**config.mk**
```make
export PLATFORM = sky130hd
export DESIGN_NAME = tennis_game
export DESIGN_NICKNAME = d
export VERILOG_FILES = /design/src/rtl/tennis_game.sv
export SDC_FILE = /design/constraint.sdc
export NUM_CORES = 1
export LEC_CHECK = 0
export ABC_AREA = 1
export CAP_MARGIN = 10
export CORE_AREA = 4 4 165 119
export CTS_BUF_LIST = sky130_fd_sc_hd__clkbuf_2
export DETAILED_ROUTE_END_ITERATION = 10
export DIE_AREA = 0 0 169 123
export GPL_TIMING_DRIVEN = 0
export PLACE_DENSITY = 0.68
export SLEW_MARGIN = 20
export SYNTH_ARGS = -nofsm -noshare
export SYNTH_HDL_FRONTEND = slang
export SYNTH_SLANG_ARGS = --single-unit
```
**constraint.sdc**
```tcl
create_clock -name clk -period 4.5 [get_ports clk]
set_input_delay 0.45 -clock clk [delete_from_list [all_inputs] [get_ports clk]]
set_output_delay 0.45 -clock clk [all_outputs]
set_load 0.03 [all_outputs]
```
**src/rtl/tennis_game.sv**
```systemverilog
// tennis_game: LED tennis with debounced buttons, a speed-up ball tick,
// serve handling and per-player scoring. Left end is pos N_LEDS-1, right end is pos 0.
module tennis_game #(
  parameter int N_LEDS          = 16,
  parameter int DEBOUNCE_CYCLES = 500000,
  parameter int TICK_DIV        = 25000000,
  parameter int MIN_DIV         = 5000000,
  parameter int SPEEDUP_STEP    = 2500000,
  parameter int SCORE_W         = 4,
  parameter int WIN_SCORE       = 7
) (
  input  logic               clk,
  input  logic               reset,
  input  logic               left_btn,
  input  logic               right_btn,
  output logic [N_LEDS-1:0]  ball,
  output logic [SCORE_W-1:0] score_left,
  output logic [SCORE_W-1:0] score_right,
  output logic               point,
  output logic               game_over
);

  localparam int POS_W = $clog2(N_LEDS);
  localparam int DIV_W = $clog2(TICK_DIV + 1);
  localparam int DEB_W = $clog2(DEBOUNCE_CYCLES);

  localparam logic [POS_W-1:0]   POS_LEFT  = POS_W'(N_LEDS - 1);
  localparam logic [POS_W-1:0]   POS_RIGHT = '0;
  localparam logic [DIV_W-1:0]   DIV_SERVE = DIV_W'(TICK_DIV);
  localparam logic [DIV_W-1:0]   DIV_MIN   = DIV_W'(MIN_DIV);
  localparam logic [DEB_W-1:0]   DEB_LAST  = DEB_W'(DEBOUNCE_CYCLES - 1);
  localparam logic [SCORE_W-1:0] WIN       = SCORE_W'(WIN_SCORE);

  typedef enum logic [2:0] {SERVE_L, SERVE_R, MOVE_L, MOVE_R, OVER} state_t;

  // Button path, index 1 = left, index 0 = right
  logic [1:0]       btn_sync1;
  logic [1:0]       btn_sync2;
  logic [1:0]       btn_deb;
  logic [1:0]       btn_press;
  logic [DEB_W-1:0] deb_cnt [2];

  logic left_press;
  logic right_press;

  state_t           state, state_next;
  logic [POS_W-1:0] pos, pos_next;
  logic [DIV_W-1:0] cur_div, div_next, div_fast, div_slack;
  logic [DIV_W-1:0] tick_cnt, tick_cnt_next;
  logic             hit, hit_next;
  logic [SCORE_W-1:0] score_l_next, score_r_next;
  logic [SCORE_W-1:0] score_left_inc, score_right_inc;
  logic             point_next;
  logic [N_LEDS-1:0] ball_next;
  logic             game_over_next;
  logic             moving;
  logic             tick;

  assign left_press  = btn_press[1];
  assign right_press = btn_press[0];

  assign moving = (state == MOVE_L) || (state == MOVE_R);
  assign tick   = moving && (tick_cnt == cur_div - DIV_W'(1));

  assign score_left_inc  = (score_left  == '1) ? score_left  : score_left  + SCORE_W'(1);
  assign score_right_inc = (score_right == '1) ? score_right : score_right + SCORE_W'(1);

  // Speed-up after a return, clamped so the period never drops below MIN_DIV
  assign div_slack = cur_div - DIV_MIN;
  assign div_fast  = (32'(div_slack) > 32'(SPEEDUP_STEP)) ?
                     cur_div - DIV_W'(SPEEDUP_STEP) : DIV_MIN;

  // Two-flop synchroniser for the raw asynchronous buttons
  always_ff @(posedge clk or negedge reset) begin
    if (!reset) begin
      btn_sync1 <= '0;
      btn_sync2 <= '0;
    end else begin
      btn_sync1 <= {left_btn, right_btn};
      btn_sync2 <= btn_sync1;
    end
  end

  // Accept a new level only after it has been stable long enough; pulse on rising acceptance
  always_ff @(posedge clk or negedge reset) begin
    if (!reset) begin
      btn_deb    <= '0;
      btn_press  <= '0;
      deb_cnt[0] <= '0;
      deb_cnt[1] <= '0;
    end else begin
      for (int i = 0; i < 2; i++) begin
        if (btn_sync2[i] != btn_deb[i]) begin
          if (deb_cnt[i] == DEB_LAST) begin
            btn_deb[i]   <= btn_sync2[i];
            btn_press[i] <= btn_sync2[i];
            deb_cnt[i]   <= '0;
          end else begin
            btn_press[i] <= 1'b0;
            deb_cnt[i]   <= deb_cnt[i] + DEB_W'(1);
          end
        end else begin
          btn_press[i] <= 1'b0;
          deb_cnt[i]   <= '0;
        end
      end
    end
  end

  // Game state register together with the registered datapath and outputs
  always_ff @(posedge clk or negedge reset) begin
    if (!reset) begin
      state       <= SERVE_L;
      pos         <= POS_LEFT;
      cur_div     <= DIV_SERVE;
      tick_cnt    <= '0;
      hit         <= 1'b0;
      score_left  <= '0;
      score_right <= '0;
      point       <= 1'b0;
      ball        <= {1'b1, {(N_LEDS-1){1'b0}}};
      game_over   <= 1'b0;
    end else begin
      state       <= state_next;
      pos         <= pos_next;
      cur_div     <= div_next;
      tick_cnt    <= tick_cnt_next;
      hit         <= hit_next;
      score_left  <= score_l_next;
      score_right <= score_r_next;
      point       <= point_next;
      ball        <= ball_next;
      game_over   <= game_over_next;
    end
  end

  // Next state: serves, ball stepping, returns via the hit latch, and scoring on a miss
  always_comb begin
    state_next    = state;
    pos_next      = pos;
    div_next      = cur_div;
    hit_next      = hit;
    score_l_next  = score_left;
    score_r_next  = score_right;
    point_next    = 1'b0;
    tick_cnt_next = '0;
    case (state)
      SERVE_L: begin
        if (left_press) state_next = MOVE_R;
      end
      SERVE_R: begin
        if (right_press) state_next = MOVE_L;
      end
      MOVE_R: begin
        tick_cnt_next = tick ? '0 : tick_cnt + DIV_W'(1);
        if ((pos == POS_RIGHT) && right_press && !tick) hit_next = 1'b1;
        if (tick) begin
          if (pos != POS_RIGHT) begin
            pos_next = pos - POS_W'(1);
          end else if (hit) begin
            state_next = MOVE_L;
            pos_next   = POS_RIGHT + POS_W'(1);
            hit_next   = 1'b0;
            div_next   = div_fast;
          end else begin
            hit_next     = 1'b0;
            div_next     = DIV_SERVE;
            point_next   = 1'b1;
            pos_next     = POS_LEFT;
            score_l_next = score_left_inc;
            state_next   = (score_left_inc == WIN) ? OVER : SERVE_L;
          end
        end
      end
      MOVE_L: begin
        tick_cnt_next = tick ? '0 : tick_cnt + DIV_W'(1);
        if ((pos == POS_LEFT) && left_press && !tick) hit_next = 1'b1;
        if (tick) begin
          if (pos != POS_LEFT) begin
            pos_next = pos + POS_W'(1);
          end else if (hit) begin
            state_next = MOVE_R;
            pos_next   = POS_LEFT - POS_W'(1);
            hit_next   = 1'b0;
            div_next   = div_fast;
          end else begin
            hit_next     = 1'b0;
            div_next     = DIV_SERVE;
            point_next   = 1'b1;
            pos_next     = POS_RIGHT;
            score_r_next = score_right_inc;
            state_next   = (score_right_inc == WIN) ? OVER : SERVE_R;
          end
        end
      end
      OVER: begin
        state_next = OVER;
      end
      default: begin
        state_next = SERVE_L;
        pos_next   = POS_LEFT;
      end
    endcase
    if (state_next != state) tick_cnt_next = '0;
  end

  // Output decode: one-hot ball from the next position, all LEDs lit once the game is over
  always_comb begin
    ball_next      = N_LEDS'(1) << pos_next;
    game_over_next = 1'b0;
    if (state_next == OVER) begin
      ball_next      = '1;
      game_over_next = 1'b1;
    end
  end

endmodule

```
=== Yosys cells after proc, flatten, opt, wreduce, memory -nomap -nowiden ===
Cells that the tools add are included.

* Memories kept: 0
* Bits of input ports: 4
* RAM bits: 0
* Latch bits: 0
* Memory bits (read-only): 0
* Register bits after elaboration: 130
* Word-level logic and storage cells: 124
* Output and inout port bits: 26

* $add $sub $neg: 10
* Bitwise logic cells: 3
* Reduce and logical (&&, ||, !) cells: 18
* $mul: 0
* Shifts and indexed selects: 1
* Mux-type cells: 53
* Equality and inequality tests: 21
* $lt $le $gt $ge: 1
* Divide/modulo/power cells: 0

{| class="wikitable"
|+ Operator list
! operator !! number
|-
| 25-bit 2-to-1 mux || 9
|-
| 19-bit 2-to-1 mux || 4
|-
| 25-bit one-hot mux with 2 select lines || 1
|-
| 19-bit by 1-bit adder with 19-bit output (second input constant) || 2
|-
| 19-bit == test (second input constant) || 2
|-
| 4-bit 2-to-1 mux || 8
|-
| 3-bit 2-to-1 mux || 10
|-
| 25-bit by 1-bit adder with 25-bit output (second input constant) || 1
|-
| 25-bit == test || 1
|-
| 25-bit by 22-bit > comparator with 1-bit output (second input constant) || 1
|-
| 25-bit by 1-bit subtractor with 25-bit output (second input constant) || 1
|-
| 25-bit by 22-bit subtractor with 25-bit output (second input constant) || 1
|-
| 25-bit by 23-bit subtractor with 25-bit output (second input constant) || 1
|-
| 1-bit 2-to-1 mux || 16
|-
| 16-bit 2-to-1 mux || 1
|-
| 1-bit by 4-bit left shift with 16-bit output (first input constant) || 1
|-
| 3-bit one-hot mux with 5 select lines || 1
|-
| 4-bit by 1-bit adder with 4-bit output (second input constant) || 3
|-
| 4-bit == test (second input constant) || 3
|-
| 4-bit one-hot mux with 3 select lines || 1
|-
| 4-bit by 3-bit == test with 1-bit output (second input constant) || 2
|-
| 2-bit inequality test (second input constant) || 4
|-
| 4-bit AND reduction || 2
|-
| 3-bit by 2-bit == test with 1-bit output (second input constant) || 2
|-
| 19 further kinds || 29
|}

=== Depth between registers and ports, before layout ===
* Depth after elaboration: 10
* Mapped depth: 21
* Mapped depth without buffers: 20

=== Worst setup path after synthesis ===
Ideal clock, no wire load.

* Kind: register to register
* From: register cur_div[5]
* To: register score_right[2]
* Clock period less this slack: 2.449 ns
* Setup slack: 2.051 ns
* Library setup time: 0.128 ns
* Stages on the path, launching flop included: 18
* Data required time: 4.372 ns
* Arrival: 2.321 ns
* Cell sequence: dfrtp_1 -> inv_2 -> ha_1 -> nand2_1 -> nor2_2 -> nand2_1 -> nand2_1 -> nand2_1 -> inv_1 -> nand2_1 -> nor2_1 -> nand3_2 -> nor2_4 -> and2_4 -> inv_2 -> nor2_2 -> nand2_1 -> mux2_1

* Cells in the longest elaborated chain, start to end: 4

{| class="wikitable"
|+ RTL lines
! element !! line !! RTL
|-
| from (decl) || 48 || <nowiki>logic [DIV_W-1:0] cur_div, div_next, div_fast, div_slack;</nowiki>
|-
| from (signal assigned) || 126 || <nowiki>cur_div <= div_next;</nowiki>
|-
| 25-bit by 1-bit subtractor with 25-bit output || 63 || <nowiki>assign tick = moving && (tick_cnt == cur_div - DIV_W'(1));</nowiki>
|-
| 25-bit == test || 63 ||
|-
| 1-bit logical AND || 63 ||
|-
| 4-bit AND reduction (no line) || -- ||
|-
| to (signal assigned) || 130 || <nowiki>score_right <= score_r_next;</nowiki>
|-
| to (decl) || 18 || <nowiki>output logic [SCORE_W-1:0] score_right,</nowiki>
|}

Every way passes these cells.
A chain may end at the register's enable or synchronous reset.

=== Worst setup path in the final report ===
* From: register cur_div[5]
* To: register cur_div[5]

* Cells in the longest elaborated chain, start to end: 7

{| class="wikitable"
|+ RTL lines
! element !! line !! RTL
|-
| 25-bit by 23-bit subtractor with 25-bit output || 69 || <nowiki>assign div_slack = cur_div - DIV_MIN;</nowiki>
|-
| 25-bit by 22-bit > comparator with 1-bit output || 70 || <nowiki>assign div_fast = (32'(div_slack) > 32'(SPEEDUP_STEP)) ?</nowiki>
|-
| 25-bit 2-to-1 mux || 70 ||
|-
| 25-bit 2-to-1 mux || 160, 181 ||
|-
| 25-bit 2-to-1 mux, on equally long branches || 179, 158 ||
|-
| 25-bit 2-to-1 mux, on equally long branches || 178, 157 ||
|-
| 25-bit one-hot mux with 2 select lines || 147 || <nowiki>case (state)</nowiki>
|}

Parallel ways exist; a longest one is shown, timed or not. The select of a mux whose other input is x is not followed.

==> impl_metrics.env <==
export IMPL_status="complete, no violations"
export IMPL_worst_r2r_src="cur_div[5]$_DFFE_PN0P_"
export IMPL_slew_limit_headroom=0.4992
export IMPL_synth_seq_cells=125
export IMPL_cp_depth=19
export IMPL_post_synthesis_async_set_or_reset_flop_share=1.000
export IMPL_post_dp_hpwl_mm=14.50
export IMPL_design_die_area_um2=20790
export IMPL_kind_of_cell_adding_the_most_delay_to_the_critical_path="simple AND/OR/NAND/NOR gates"
export IMPL_slew_violations=0
export IMPL_clk_latency_ns=0.70
export IMPL_place_ws_ns=1.249
export IMPL_vdd_ir_drop_worst_mv=0.1265
export IMPL_worst_hold_startpoint="right_btn"
export IMPL_layout_setup_ws_ns=1.172
export IMPL_hold_class="in -> reg"
export IMPL_dr_pass1_iters=5
export IMPL_cts_max_level=4
export IMPL_fp_dieW_um=169
export IMPL_synth_edff_count=0
export IMPL_synth_yosys_warnings=0
export IMPL_cts_root_buf="sky130_fd_sc_hd__clkbuf_2"
export IMPL_cts_resized_gates=0
export IMPL_max_cap_violations=0
export IMPL_placementRows=41
export IMPL_io_buffer_count=29
export IMPL_finalHoldViolations=0
export IMPL_postSynthNetCount=1162
export IMPL_finalClockSkew_ns=0.02455
export IMPL_synth_instances=1146
export IMPL_seq_area_frac_synth=0.3830
export IMPL_cts_buffers_inserted=17
export IMPL_crit_path_max_incr_delay_ns=0.48
export IMPL_fin_area_um2=9109
export IMPL_pin_count_of_the_biggest_net_entering_global_routing=65
export IMPL_cp_data_required_time_ns=5.10
export IMPL_yosys_cell_types_count=49
export IMPL_reg2regPathDepth=19
export IMPL_total_leakage_power_nw=4.395
export IMPL_finalCoreUtilization=0.5088
export IMPL_initial_utilization=0.4592
export IMPL_flow_area_growth_from_synthesis_pct=10.79
export IMPL_pwr_density_cell_nw_per_um2=213.5
export IMPL_global_route_wire_length_before_repair_mm=32.57
export IMPL_cts_reportedPaths_clkPinSlew_ns=0.19
export IMPL_endpoint_kind="flip-flop"
export IMPL_path_common_cell="sky130_fd_sc_hd__nand2_1"
export IMPL_timing_critical_path_from="cur_div[5]$_DFFE_PN0P_"
export IMPL_gp_congestion=0.9163
export IMPL_crit_path_cell_trace="inv_2 -> ha_1 -> nand2_1 -> nor2_2 -> nand2_1 -> nand2_1 -> nand2_1 -> inv_1 -> nand2_1 -> nor2_1 -> nand3_2 -> nor2_4 -> and2_4 -> nand2_1 -> nand2_2 -> nand2_1 -> nor2_4 -> nand4_1 -> o21ai_1"
export IMPL_critPathBufInv=2
export IMPL_postRouteAntennaNets=0
export IMPL_critPathKind="reg -> reg"
export IMPL_synth_largest_area_cell="sky130_fd_sc_hd__dfrtp_1"
export IMPL_placedInstanceArea_um2=8840
export IMPL_drt_initial_drc_count=579
export IMPL_synth_commonest_cells="sky130_fd_sc_hd__nand2_1 (282), sky130_fd_sc_hd__nor2_1 (157), sky130_fd_sc_hd__inv_1 (145)"
export IMPL_post_route_cells_drive_above_1_share=0.1108
export IMPL_synthTopCellsByArea="sky130_fd_sc_hd__dfrtp_1 (33%), sky130_fd_sc_hd__nand2_1 (13%), sky130_fd_sc_hd__nor2_1 (7.2%)"
export IMPL_route_final_wire_length_mm=19.08
export IMPL_yosys_area_top_type_share=0.3287
export IMPL_dr_total_vias=7402
export IMPL_layout_nets=1212
export IMPL_groute_usage_overall=0.1923
export IMPL_critical_path_slowest_cell="sky130_fd_sc_hd__dfrtp_1"
export IMPL_timing_critical_path_arrival_ns=3.92
export IMPL_timing_fmax_mhz=300.4
export IMPL_first_global_vias=6678
export IMPL_setup_violations_final=0
export IMPL_initial_antenna_violation_count=1
export IMPL_fp_coreArea_um2=17900
export IMPL_synth_most_common_cell="sky130_fd_sc_hd__nand2_1"
export IMPL_yosys_most_used_dff="sky130_fd_sc_hd__dfrtp_1"
export IMPL_top_level_ports=30
export IMPL_period_minus_slack_ns=3.328
export IMPL_drt_vias_per_instance=5.119
export IMPL_drc_errors=0
export IMPL_avgSynthCellArea_um2=7.174
export IMPL_syn_area_um2=8222
export IMPL_whs_path_depth=1
export IMPL_worst_slew_pin_slew_ns=0.7484
export IMPL_timing_critical_path_fanout_max=10
export IMPL_die_height_um=123
export IMPL_fin_crit_sh=0.7396
export IMPL_grt_ovfl_total=0
export IMPL_stdcell_count=1446
export IMPL_worstSetupStartpointType="flip-flop"
export IMPL_place_detailed_instances=1412
export IMPL_tritoncts="built"
export IMPL_wl_per_cell_um=13.19
export IMPL_unrepaired_setup_endpoints_after_global_routing="no"
export IMPL_clkSinkCount=125
export IMPL_max_clock_path_buffers=2
==> registers in the layout, summed over array words and instances, names as in the netlist <==
register,cells
deb_cnt,38
tick_cnt,25
cur_div,20
ball,16
pos,4
score_left,4
score_right,4
state,3
btn_deb,2
btn_press,2
btn_sync1,2
btn_sync2,2
game_over,1
hit,1
point,1
==> cells by family after synthesis <==
| group | after synthesis | share of synthesized area |
|---|---|---|
| multiplexers | 3 | 0.003957 |
| XOR/XNOR | 50 | 0.05326 |
| AO/OA/AOI/OAI | 117 | 0.07914 |
| adder cells (fa/ha/maj) | 12 | 0.01826 |
| flip-flops | 125 | 0.3830 |
| AND/OR/NAND/NOR | 657 | 0.3703 |
| buffers and inverters | 182 | 0.09207 |
==> cell type report <==
cell class                      instances  area (um2)
Multi-Input combinational cell        839        4315
Timing Repair Buffer                   31       332.8
Sequential cell                       125        3149
Clock inverter                         15       171.4
Antenna cell                            1       2.502
Buffer                                 24       162.7
Tap cell                              236       295.3
Clock buffer                           17       85.08
Fill cell                            1779        8795
Inverter                              158       594.3
==> worst reg2reg max path, stage by stage, from the launching register on <==
cell and delay [ns]:
sky130_fd_sc_hd__dfrtp_1 0.48, sky130_fd_sc_hd__inv_2 0.22, sky130_fd_sc_hd__ha_1 0.27, sky130_fd_sc_hd__nand2_1 0.12, sky130_fd_sc_hd__nor2_2 0.24, sky130_fd_sc_hd__nand2_1 0.08, sky130_fd_sc_hd__nand2_1 0.13, sky130_fd_sc_hd__nand2_1 0.06
sky130_fd_sc_hd__inv_1 0.05, sky130_fd_sc_hd__nand2_1 0.04, sky130_fd_sc_hd__nor2_1 0.20, sky130_fd_sc_hd__nand3_2 0.13, sky130_fd_sc_hd__nor2_4 0.17, sky130_fd_sc_hd__and2_4 0.19, sky130_fd_sc_hd__nand2_1 0.06, sky130_fd_sc_hd__nand2_2 0.11
sky130_fd_sc_hd__nand2_1 0.09, sky130_fd_sc_hd__nor2_4 0.32, sky130_fd_sc_hd__nand4_1 0.13, sky130_fd_sc_hd__o21ai_1 0.17
==> metal layers <==
metal	global-route usage	wire (um)
met3	0.04570	1239
met5	0	0
met1	0.3029	10190
met4	0.04374	243
met2	0.2642	7403
==> power breakdown <==
group	internal [mW]	leakage (nW)	switching, mW
clock	0.308	0.149	0.457
combinational	0.0113	2.58	0.0331
sequential	1.13	1.67	0.00382
==> per-stage QoR <==
stage | TNS (ns) | hold WS (ns) | power [mW]
after floorplan | 0 | 0.1544 | 1.167
after global placement | -229.35 | 0.3332 | 1.197
after detailed placement | 0 | 0.3379 | 1.201
after CTS | 0 | 0.1103 | 1.971
after global routing | 0 | 0.05399 | 2.036
final | 0 | 0.1647 | 1.945
==> path summary, 6_finish.rpt <==
kind	endpoint	slack, ns
worst min register to register	btn_sync2[0]$_DFF_PN0_	0.38
worst min-delay path	btn_sync1[0]$_DFF_PN0_	0.16
worst max-delay path	cur_div[5]$_DFFE_PN0P_	1.17
max in group asynchronous	ball[15]$_DFF_PN1_	3.52
min in group asynchronous	cur_div[15]$_DFFE_PN0P_	0.26
worst max register to register	cur_div[5]$_DFFE_PN0P_	1.17
==> timing repair <==
action | 4_1_cts | 5_1_grt
hold buffers | 1 | 0
setup buffers | 0 | 0
hold endpoints to repair | 59 | 0
==> cells in the final DEF, fill, tap and decap left out, types with 3 or more instances in the layout <==
master,n
sky130_fd_sc_hd__nand2_1,282
sky130_fd_sc_hd__nor2_1,157
sky130_fd_sc_hd__inv_1,145
sky130_fd_sc_hd__dfrtp_1,108
sky130_fd_sc_hd__nand3_1,86
sky130_fd_sc_hd__a21oi_1,46
sky130_fd_sc_hd__o21ai_0,42
sky130_fd_sc_hd__xor2_1,38
sky130_fd_sc_hd__clkdlybuf4s50_1,28
sky130_fd_sc_hd__nand4_1,26
sky130_fd_sc_hd__nor3_1,26
sky130_fd_sc_hd__dfstp_2,17
sky130_fd_sc_hd__clkbuf_2,17
sky130_fd_sc_hd__nor2_4,14
sky130_fd_sc_hd__nor2_2,12
sky130_fd_sc_hd__nand2_2,12
sky130_fd_sc_hd__xnor2_1,12
sky130_fd_sc_hd__ha_1,12
sky130_fd_sc_hd__inv_2,10
sky130_fd_sc_hd__nor4_1,10
sky130_fd_sc_hd__nor3b_1,10
sky130_fd_sc_hd__o21ai_1,8
sky130_fd_sc_hd__clkbuf_1,7
sky130_fd_sc_hd__buf_6,7
sky130_fd_sc_hd__buf_2,7
sky130_fd_sc_hd__nand3_2,7
sky130_fd_sc_hd__clkinv_1,4
sky130_fd_sc_hd__clkinv_2,4
sky130_fd_sc_hd__a31oi_1,4
sky130_fd_sc_hd__a22oi_1,4
sky130_fd_sc_hd__clkinv_4,4
sky130_fd_sc_hd__buf_4,3
sky130_fd_sc_hd__nand3b_1,3
sky130_fd_sc_hd__o2111ai_1,3
sky130_fd_sc_hd__or2_2,3
sky130_fd_sc_hd__bufinv_16,3
Power figures use the tool's default switching activity.
